$ cat config.mk
export PLATFORM = sky130hd
export DESIGN_NAME = i2c_mst_cmd_queue
export DESIGN_NICKNAME = d
export VERILOG_FILES = /design/src/rtl/i2c_pkg.sv /design/src/rtl/i2c_cmdq_fifo.sv /design/src/rtl/i2c_mst_cmd_queue.sv
export SDC_FILE = /design/constraint.sdc
export NUM_CORES = 1
export LEC_CHECK = 0
export ABC_AREA = 1
export BUFFER_PORTS_ARGS = -buffer_cell sky130_fd_sc_hd__buf_2
export CAP_MARGIN = 20
export CORE_AREA = 2 2 367 369
export DETAILED_ROUTE_END_ITERATION = 8
export DIE_AREA = 0 0 369 371
export GPL_TIMING_DRIVEN = 0
export PLACE_DENSITY = 0.46
export SLEW_MARGIN = 20
export SYNTH_ARGS = -nofsm -noshare
export SYNTH_HDL_FRONTEND = slang
export SYNTH_SLANG_ARGS = --single-unit
$ cat constraint.sdc
create_clock -name clk -period 12.75 [get_ports clk]
set_input_delay 2.55 -clock clk [delete_from_list [all_inputs] [get_ports clk]]
set_output_delay 2.55 -clock clk [all_outputs]
set_load 0.1 [all_outputs]
$ cat src/rtl/i2c_pkg.sv
// Shared definitions for the i2c_master command queue: control-word layout,
// status bit, FSM encoding, command record and the read-length mask helper.
package i2c_pkg;

  localparam int CTRL_ADDR_HI = 15;
  localparam int CTRL_ADDR_LO = 9;
  localparam int CTRL_RD      = 8;
  localparam int CTRL_EN      = 7;
  localparam int CTRL_LEN_HI  = 3;
  localparam int CTRL_LEN_LO  = 0;
  localparam int MST_BUSY_BIT = 7;
  localparam int CMD_W        = 7 + 1 + 4 + 128;

  typedef enum logic [1:0] {
    ST_IDLE      = 2'd0,
    ST_ISSUE     = 2'd1,
    ST_WAIT_DONE = 2'd2,
    ST_RESP      = 2'd3
  } state_e;

  typedef struct packed {
    logic [6:0]   addr;
    logic         rd;
    logic [3:0]   len;
    logic [127:0] wdata;
  } cmd_t;

  function automatic logic [15:0] mk_ctrl(
    input logic [6:0] addr,
    input logic       rd,
    input logic [3:0] len
  );
    logic [15:0] c;
    c = '0;
    c[CTRL_ADDR_HI:CTRL_ADDR_LO] = addr;
    c[CTRL_RD]                   = rd;
    c[CTRL_EN]                   = 1'b1;
    c[CTRL_LEN_HI:CTRL_LEN_LO]   = len;
    return c;
  endfunction

  // (len+1)*8 peaks at 128, so an 8-bit shift amount never wraps.
  function automatic logic [127:0] len_mask(input logic [3:0] len);
    logic [7:0] sh;
    sh = ({4'd0, len} + 8'd1) << 3;
    return ~({128{1'b1}} >> sh);
  endfunction

endpackage

$ cat src/rtl/i2c_cmdq_fifo.sv
// Synchronous FIFO holding queued I2C command records.
// Level, full and empty are all derived from registered state.
module i2c_cmdq_fifo #(
  parameter int W     = 140,
  parameter int DEPTH = 4
) (
  input  logic                       clk,
  input  logic                       rst,
  input  logic                       push_i,
  input  logic [W-1:0]               wdata_i,
  input  logic                       pop_i,
  output logic [W-1:0]               rdata_o,
  output logic                       full_o,
  output logic                       empty_o,
  output logic [$clog2(DEPTH):0]     level_o
);

  localparam int PW = $clog2(DEPTH);
  localparam int LW = PW + 1;

  logic [W-1:0]  mem_q [DEPTH];
  logic [PW-1:0] wr_q;
  logic [PW-1:0] rd_q;
  logic [LW-1:0] level_q;
  logic          push_ok;
  logic          pop_ok;

  assign full_o  = (level_q == LW'(DEPTH));
  assign empty_o = (level_q == '0);
  assign push_ok = push_i && !full_o;
  assign pop_ok  = pop_i && !empty_o;
  assign rdata_o = mem_q[rd_q];
  assign level_o = level_q;

  always_ff @(posedge clk or posedge rst) begin
    if (rst) begin
      wr_q    <= '0;
      rd_q    <= '0;
      level_q <= '0;
    end else begin
      if (push_ok) wr_q <= wr_q + 1'b1;
      if (pop_ok)  rd_q <= rd_q + 1'b1;
      level_q <= level_q + LW'(push_ok) - LW'(pop_ok);
    end
  end

  always_ff @(posedge clk) begin
    if (push_ok) mem_q[wr_q] <= wdata_i;
  end

endmodule

$ cat src/rtl/i2c_mst_cmd_queue.sv
// Command sequencer in front of i2c_master: queue, issue FSM, response regs.
// Define I2C_CMDQ_TIMEOUT_EN to build in the per-transaction watchdog.
module i2c_mst_cmd_queue
  import i2c_pkg::*;
#(
  parameter int DEPTH       = 4,
  parameter int TIMEOUT_CYC = 262143
) (
  input  logic                     clk,
  input  logic                     rst,
  input  logic                     cmd_valid,
  output logic                     cmd_ready,
  input  logic [6:0]               cmd_addr,
  input  logic                     cmd_rd,
  input  logic [3:0]               cmd_len,
  input  logic [127:0]             cmd_wdata,
  output logic                     rsp_valid,
  input  logic                     rsp_ready,
  output logic [6:0]               rsp_addr,
  output logic                     rsp_rd,
  output logic [127:0]             rsp_rdata,
  output logic                     rsp_err,
  output logic [$clog2(DEPTH):0]   q_level,
  output logic [127:0]             mst_wfifo,
  output logic [15:0]              mst_ctrl,
  input  logic [127:0]             mst_rfifo,
  input  logic [7:0]               mst_status
);

  cmd_t         push_rec;
  cmd_t         head;
  logic [CMD_W-1:0] head_raw;
  logic         full;
  logic         empty;
  logic         push;
  logic         pop;
  logic         busy;
  logic         unused_status;

  state_e       state_q, state_d;
  logic [15:0]  ctrl_q, ctrl_d;
  logic [127:0] wfifo_q, wfifo_d;
  logic [6:0]   cur_addr_q, cur_addr_d;
  logic         cur_rd_q, cur_rd_d;
  logic [3:0]   cur_len_q, cur_len_d;
  logic         rsp_valid_q, rsp_valid_d;
  logic [6:0]   rsp_addr_q, rsp_addr_d;
  logic         rsp_rd_q, rsp_rd_d;
  logic [127:0] rsp_rdata_q, rsp_rdata_d;

  assign busy          = mst_status[MST_BUSY_BIT];
  assign unused_status = ^mst_status[6:0];

  // Gated by rst so the port reads 0 while reset is held.
  assign cmd_ready = !full && !rst;
  assign push      = cmd_valid && cmd_ready;

  assign push_rec.addr  = cmd_addr;
  assign push_rec.rd    = cmd_rd;
  assign push_rec.len   = cmd_len;
  assign push_rec.wdata = cmd_wdata;
  assign head           = cmd_t'(head_raw);

  i2c_cmdq_fifo #(
    .W     (CMD_W),
    .DEPTH (DEPTH)
  ) u_fifo (
    .clk     (clk),
    .rst     (rst),
    .push_i  (push),
    .wdata_i (push_rec),
    .pop_i   (pop),
    .rdata_o (head_raw),
    .full_o  (full),
    .empty_o (empty),
    .level_o (q_level)
  );

`ifdef I2C_CMDQ_TIMEOUT_EN
  localparam int CW = $clog2(TIMEOUT_CYC + 1);

  logic [CW-1:0] cnt_q, cnt_d;
  logic          err_q, err_d;
  logic          to_hit;
  logic          in_txn;

  assign in_txn  = (state_q == ST_ISSUE) || (state_q == ST_WAIT_DONE);
  assign to_hit  = in_txn && (cnt_q == CW'(TIMEOUT_CYC - 1));
  assign rsp_err = err_q;
`else
  localparam int unused_timeout = TIMEOUT_CYC;

  assign rsp_err = 1'b0;
`endif

  always_comb begin
    state_d     = state_q;
    ctrl_d      = ctrl_q;
    wfifo_d     = wfifo_q;
    cur_addr_d  = cur_addr_q;
    cur_rd_d    = cur_rd_q;
    cur_len_d   = cur_len_q;
    rsp_valid_d = rsp_valid_q;
    rsp_addr_d  = rsp_addr_q;
    rsp_rd_d    = rsp_rd_q;
    rsp_rdata_d = rsp_rdata_q;
    pop         = 1'b0;
`ifdef I2C_CMDQ_TIMEOUT_EN
    err_d       = err_q;
`endif
    unique case (state_q)
      ST_IDLE: begin
        if (!empty && !busy) begin
          pop        = 1'b1;
          wfifo_d    = head.wdata;
          ctrl_d     = mk_ctrl(head.addr, head.rd, head.len);
          cur_addr_d = head.addr;
          cur_rd_d   = head.rd;
          cur_len_d  = head.len;
          state_d    = ST_ISSUE;
        end
      end
      ST_ISSUE: begin
        if (busy) begin
          ctrl_d  = '0;
          state_d = ST_WAIT_DONE;
        end
      end
      ST_WAIT_DONE: begin
        if (!busy) begin
          rsp_valid_d = 1'b1;
          rsp_addr_d  = cur_addr_q;
          rsp_rd_d    = cur_rd_q;
          rsp_rdata_d = cur_rd_q ? (mst_rfifo & len_mask(cur_len_q)) : '0;
`ifdef I2C_CMDQ_TIMEOUT_EN
          err_d       = 1'b0;
`endif
          state_d     = ST_RESP;
        end
      end
      ST_RESP: begin
        if (rsp_ready) begin
          rsp_valid_d = 1'b0;
          state_d     = ST_IDLE;
        end
      end
      default: state_d = ST_IDLE;
    endcase
`ifdef I2C_CMDQ_TIMEOUT_EN
    // Watchdog overrides whatever the slave handshake did this cycle.
    if (to_hit) begin
      ctrl_d      = '0;
      rsp_valid_d = 1'b1;
      rsp_addr_d  = cur_addr_q;
      rsp_rd_d    = cur_rd_q;
      rsp_rdata_d = '0;
      err_d       = 1'b1;
      state_d     = ST_RESP;
    end
    if (in_txn && (state_d == state_q)) cnt_d = cnt_q + 1'b1;
    else cnt_d = '0;
`endif
  end

  always_ff @(posedge clk or posedge rst) begin
    if (rst) begin
      state_q     <= ST_IDLE;
      ctrl_q      <= '0;
      wfifo_q     <= '0;
      cur_addr_q  <= '0;
      cur_rd_q    <= 1'b0;
      cur_len_q   <= '0;
      rsp_valid_q <= 1'b0;
      rsp_addr_q  <= '0;
      rsp_rd_q    <= 1'b0;
      rsp_rdata_q <= '0;
    end else begin
      state_q     <= state_d;
      ctrl_q      <= ctrl_d;
      wfifo_q     <= wfifo_d;
      cur_addr_q  <= cur_addr_d;
      cur_rd_q    <= cur_rd_d;
      cur_len_q   <= cur_len_d;
      rsp_valid_q <= rsp_valid_d;
      rsp_addr_q  <= rsp_addr_d;
      rsp_rd_q    <= rsp_rd_d;
      rsp_rdata_q <= rsp_rdata_d;
    end
  end

`ifdef I2C_CMDQ_TIMEOUT_EN
  always_ff @(posedge clk or posedge rst) begin
    if (rst) begin
      cnt_q <= '0;
      err_q <= 1'b0;
    end else begin
      cnt_q <= cnt_d;
      err_q <= err_d;
    end
  end
`endif

  assign mst_ctrl  = ctrl_q;
  assign mst_wfifo = wfifo_q;
  assign rsp_valid = rsp_valid_q;
  assign rsp_addr  = rsp_addr_q;
  assign rsp_rd    = rsp_rd_q;
  assign rsp_rdata = rsp_rdata_q;

endmodule

==> flow_summary.toml, run 1 <==
[sta]
slew_viol_final = 0
fin_ws_ns = 6.93
skew_ns = 0.0386
relSlewSlack_pct = 40.7
worst_slew_pin_slew_ns = 0.889
grt_setup_unrepaired = "no"
holdWs_ns = 0.471
hold_violations = 0
setup_violations = 0
clock.fmax_mhz = 172
period_share_pct = 45.7
min_period_ns = 5.82

[placement]
place_congestion = 0.897
dp_hpwl_mm = 84.0
port_buffers = 554
pre_cts_ws_ns = 6.92

[pwr]
p_per_area_nw_per_um2 = 291
ir_worst_vdd_mv = 0.196
p_leak_uw = 0.0186

[critical_path]
critPathLaunchType = "primary input"
worstPathArrival_ns = 3.27
endpoint_kind = "output port"
worstSetupPathType = "in2out"
cp_max_fo = 2
cp_data_required_time_ns = 10.20

[global_routing]
grt_pass1_vias = 23519
antenna_found_initial = 50
grt_overflow = 0
grt_usage_pct = 16.7
grt_max_degree = 32
grt_pass1_wl_mm = 166

[detailed_routing]
wl_per_cell_um = 21.0
viasPerCell = 4.27
firstDrtPassIters = 5
dr.first_iter.drc_count = 1437
antenna_left = 0
drc_errors = 0
wl_mm = 116
vias = 23542

[logic_synthesis]
yosys.area.top_type = "edfxtp_1"
synth_top_cells_by_count = "nand2_1 (890), edfxtp_1 (560), nor2_1 (534), dfrtp_1 (299), o21ai_0 (219)"
synth.most_common_cell = "nand2_1"
ys_seq_elements = 859
ys.flop_type = "edfxtp_1"
synth_edf_count = 560
yosysUniqueCellTypes = 27
synth_top_area_share_pct = 50.9
synth_seq_area_share_pct = 73.5
mappedNetlistArea_um2 = 33100
yosys_warnings = 0
avgSynthCellArea_um2 = 11.2
async_flop_share_pct = 34.8
synthCells = 2949
synth.area.top_cells = "edfxtp_1 (51%), dfrtp_1 (23%), nand2_1 (10%), nor2_1 (6.1%), o21ai_0 (3.3%)"

[job]
cap_violations = 0

[final_layout]
synthToLayoutAreaGrowth_pct = 28.7
nets = 3944
drive_gt1_share_pct = 23.4
fillers = 13663

[floorplanning]
rows = 134
chipHeight_um = 371
fp.coreArea_um2 = 133000
dieArea_um2 = 137000
die_width_um = 369
initial_utilization_pct = 24.9
num_io_pins = 566

[cts]
clk_path_buf_depth = 3
root_buffer = "clkbuf_16"
tritoncts = "done"
numCtsBuffers = 100
postCtsSetupBuffers = 0
clk_latency_ns = 0.72
clk_pin_slew_ns = 0.05
cts_resized = 0
postCtsHoldBufs = 0
h-tree-depth = 3
cts_sinks = 859

[outcome]
outcome = "complete, no violations"

[worst_hold_path]
hp-class = "reg2reg"
[cells by family after synthesis]
family	Yosys count	share of synthesized area, %
adders and majority gates	12	0.477
and+or+nand+nor	1534	17.9
xor gates and xnor gates	4	0.106
AOI/OAI and AO/OA	328	5.06
buffers and inverters	211	3.00
other	1	0.0113
DFF	859	73.5
[where the power goes]
group          internal (uW)  leakage [uW]  switching [uW]
clock                   1730       0.00165            1190
combinational           1050       0.00798            4620
sequential              3550       0.00898             266
total                   6330        0.0186            6070
[final timing paths]
kind / endpoint / start / slack, ns / cells after the start
setup / recovery: cmd_ready / rst / 6.93 / 3
hold / removal: rsp_addr[1] / rsp_addr[1] / 0.47 / 2
setup reg to reg: u_fifo.level_o[2] / state_q[0] / 9.99 / 10
hold reg to reg: rsp_addr[1] / rsp_addr[1] / 0.47 / 2
max in group asynchronous: mst_wfifo[42] / rst / 9.28 / 7
min in group asynchronous: rsp_rdata[77] / rst / 1.94 / 2
[per-stage QoR]
| step | std cells | util (%) | setup TNS, ns | area [um^2] | total power (uW) |
|---|---|---|---|---|---|
| 3_3_place_gp | 5274 | 28.7 | -2453.22 | 38100 | 9590 |
| 4_1_cts | 5505 | 32.0 | 0 | 42500 | 12600 |
| 3_5_place_dp | 5318 | 29.5 | 0 | 39100 | 9630 |
| 6_report | 5516 | 32.0 | 0 | 42600 | 12400 |
| 2_1_floorplan | 2952 | - | 0 | 33100 | 8010 |
| 5_1_grt | 5510 | 32.0 | 0 | 42500 | 13100 |
[routing by layer]
layer	up-vias	GRT usage [%]	share of wire [%]
li1	11260	-	-
met1	11312	19.4	40
met2	679	28.5	48
met3	233	5.84	7.9
met4	58	6.10	3.7
met5	-	0	0.29
[layout by cell type (no fill, tap or decap), types with 23 or more instances in the layout]
| cell | instances |
|---|---|
| dfrtp_1 | 299 |
| nand3_1 | 104 |
| clkbuf_16 | 104 |
| clkbuf_8 | 24 |
| inv_1 | 47 |
| edfxtp_1 | 560 |
| buf_2 | 641 |
| buf_12 | 23 |
| nand2_1 | 890 |
| o21ai_1 | 97 |
| o21ai_0 | 219 |
| nor2_1 | 530 |
| clkbuf_1 | 68 |
[area by class of cell]
class / count / area (um^2) / area share [%]
sequential: 859 / 24300 / 57.1
timing repair buffer: 598 / 3810 / 8.96
clock inverter: 28 / 344 / 0.809
clock buffer: 159 / 3050 / 7.16
antenna: 11 / 27.5 / 0.0647
buffer: 159 / 797 / 1.87
inverter: 52 / 199 / 0.467
multi-input combinational: 1882 / 7820 / 18.4
tap: 1768 / 2210 / 5.20
[sequential cells by signal (all words and copies together) (netlist names)]
name / cells
u_fifo.wr_q: 2
rsp_rd: 1
u_fifo.rd_q: 2
u_fifo.mem_q: 560
u_fifo.level_o: 3
rsp_rdata: 128
rsp_addr: 7
cur_addr_q: 7
state_q: 2
cur_len_q: 4
mst_ctrl: 13
cur_rd_q: 1
mst_wfifo: 128
rsp_valid: 1
[worst max-delay path, stage by stage]
cell and delay [ns]:
buf_2 0.13, a21oi_1 0.11, buf_2 0.48
Note: power is estimated with default switching activity, not from simulation.
==> run 2: changes to the inputs <==
ABC_AREA = 0   (was 1)
CORE_AREA = 2 2 359 361   (was 2 2 367 369)
DIE_AREA = 0 0 361 363   (was 0 0 369 371)
clock period = 5.5 ns   (was 12.75 ns; I/O delays follow)
==> run 2 against run 1 <==
  * Count of clock-buffer cells in the layout fell by 27
  * Largest cell class unchanged
  * Sequential share of layout area rose by 3.2 points
  * Critical endpoint is now u_fifo.level_o[2]
  * Die area fell by 4.3%
  * Utilization fell by 0.31 points
  * Cell count fell by 28%
  * Flip-flop and latch count did not move
  * Setup slack got worse by 4.8 ns
  * Synthesized cell count fell by 49%
  * Via count fell by 28%
  * Register-to-register slack got worse by 7.8 ns
==> flow_summary.toml, run 2 <==
[sta]
worst_slew_pin_slew_ns = 0.921
setup_violations = 0
grt_setup_unrepaired = "no"
finalSetupTns_ns = 0
relSlewSlack_pct = 38.4
min_period_ns = 3.33
hold_violations = 0
slew_viol_final = 0
period_share_pct = 60.6
skew_ns = 0.0398
clock.fmax_mhz = 300

[cts]
numCtsBuffers = 97
cts_sinks = 859
root_buffer = "clkbuf_16"
clk_pin_slew_ns = 0.05
clk_latency_ns = 0.72
clk_path_buf_depth = 3
tritoncts = "done"
h-tree-depth = 3
postCtsSetupBuffers = 0
postCtsHoldBufs = 0
cts_resized = 0

[floorplanning]
die_width_um = 361
fp.coreArea_um2 = 127000
chipHeight_um = 363
rows = 131
dieArea_um2 = 131000
num_io_pins = 566
initial_utilization_pct = 24.8

[final_layout]
drive_gt1_share_pct = 46.9
synthToLayoutAreaGrowth_pct = 28.0
layout.cells.most_common = "buf_2"
fin_util_pct = 31.7
top_register = "u_fifo.mem_q"
largest_reg_flops = 560
nets = 2491
layout_common_cells = "buf_2 (577), edfxtp_1 (560), dfrtp_1 (299), mux2_2 (141), mux4_2 (140)"
post-route-cell-area_um2 = 40300

[global_routing]
grt_pass1_vias = 18442
met2_usage_pct = 22.6
antenna_found_initial = 34
grt_overflow = 0
grt_use_met1_pct = 15.2
grt_pass1_wl_mm = 128
top_usage_layer = "met2"
grt_max_degree = 41
grt_usage_pct = 13.3
use_met3_pct = 5.00

[critical_path]
r2r_start = "state_q[0]"
critical_path_buf_inv_count = 5
cpLargestDelayFamily = "buffers and inverters"
worstSetupPathType = "reg2reg"
critPathSlowestCell = "nor3_4"
worstPathArrival_ns = 3.94
crit_start = "state_q[0]"
slowest_delay_ns = 0.63
endpoint_kind = "flip-flop"
rrSetupSlack_ns = 2.17
reg2regPathDepth = 11
critPathLaunchType = "flip-flop"
r2r-end = "u_fifo.level_o[2]"
crit_chain = "inv_1, ha_1, inv_1, nor3_4, buf_4, buf_4, ha_1, inv_1, ha_1, fa_1, xnor2_1"
cp_max_fo = 10
cp_data_required_time_ns = 6.10

[worst_hold_path]
holdPathStages = 2
hold_start = "rsp_rdata[123]"
hold_end = "rsp_rdata[123]"
hp-class = "reg2reg"

[logic_synthesis]
avgSynthCellArea_um2 = 20.8
yosysUniqueCellTypes = 46
synth_edf_count = 560
synth.area.top_cells = "edfxtp_1 (53%), dfrtp_1 (24%), mux4_2 (10%), mux2_2 (5.0%), a22o_1 (3.2%)"
ys.flop_type = "edfxtp_1"
yosys.area.top_type = "edfxtp_1"
mappedNetlistArea_um2 = 31500
async_flop_share_pct = 34.8
synth_top_cells_by_count = "edfxtp_1 (560), dfrtp_1 (299), mux2_2 (141), mux4_2 (140), a22o_1 (116)"
ys_seq_elements = 859
synth_seq_area_share_pct = 77.1
synth_top_area_share_pct = 53.4
synthCells = 1516
synth.most_common_cell = "edfxtp_1"
yosys_warnings = 0

[placement]
place_congestion = 0.891
dp_hpwl_mm = 60.9
place_area_um2 = 37000
port_buffers = 554

[detailed_routing]
wl_per_cell_um = 22.3
dr.first_iter.drc_count = 897
antenna_left = 0
vias = 16943
firstDrtPassIters = 5
viasPerCell = 4.29
drc_errors = 0
wl_mm = 88.1

[job]
cap_violations = 0

[outcome]
outcome = "complete, no violations"
[run 2: cell types whose count changed after synthesis, moves of 97 or more]
cell     before  now
o21ai_0     219    8
mux4_2        0  140
nor2_1      534   13
nand2_1     890   72
a22o_1        8  116
o21ai_1      97    0
mux2_2        0  141
[run 2: through the flow]
stage | hold slack (ns) | cells | setup slack, ns
detailed placement | 0.457 | 3762 | 1.55
global placement | 0.453 | 3735 | -4.20
CTS | 0.447 | 3945 | 1.97
global route | 0.480 | 3948 | 1.83
floorplan | 0.435 | 1519 | 0.156
finish | 0.465 | 3953 | 2.17
[run 2: cell families (layout without fill, tap and decap cells)]
family,after synthesis,after routing,share of synthesized area [%]
buffers and inverters,93,857,1.58
AO/OA/AOI/OAI,136,136,3.63
multiplexers,283,283,15.1
XOR/XNOR,5,5,0.139
AND/OR/NAND/NOR,127,127,1.90
other,1,12,0.0119
flip-flops,859,859,77.1
adder cells (fa/ha/maj),12,12,0.500
[run 2: worst max path at each step]
stage	end	depth (start not counted)	slack, ns
floorplan	u_fifo.mem_q[2][0]	3	0.16
global route	u_fifo.level_o[2]	11	1.83
global placement	u_fifo.mem_q[0][61]	4	-4.20
finish	u_fifo.level_o[2]	11	2.17
CTS	u_fifo.level_o[2]	11	1.97
detailed placement	u_fifo.level_o[2]	10	1.55
[run 2: layer usage]
layer,routed length (um),share of wire [%]
met3,7270,8.2
met2,43300,49
met4,3070,3.5
met1,34300,39
met5,193,0.22
[run 2: layout make-up]
| cell class | instances | area, um^2 |
|---|---|---|
| fillers | 12338 | 86700 |
| flip-flops and latches | 859 | 24300 |
| multi-input cells | 567 | 6740 |
| repair buffers | 581 | 3420 |
| clock buffers | 132 | 2690 |
| well taps | 1662 | 2080 |
| clock inverters | 51 | 571 |
| plain buffers | 82 | 459 |
| inverters | 11 | 45.0 |
| diodes | 8 | 20.0 |
[run 2: worst min-delay path, stage by stage, from the launching register on]
cell and delay [ns]:
dfrtp_1 0.33, nand2_1 0.05, nand2_1 0.05
Power of run 2 is not shown: default switching activity piles up to over one toggle a cycle in this logic, so the estimate is an artifact.
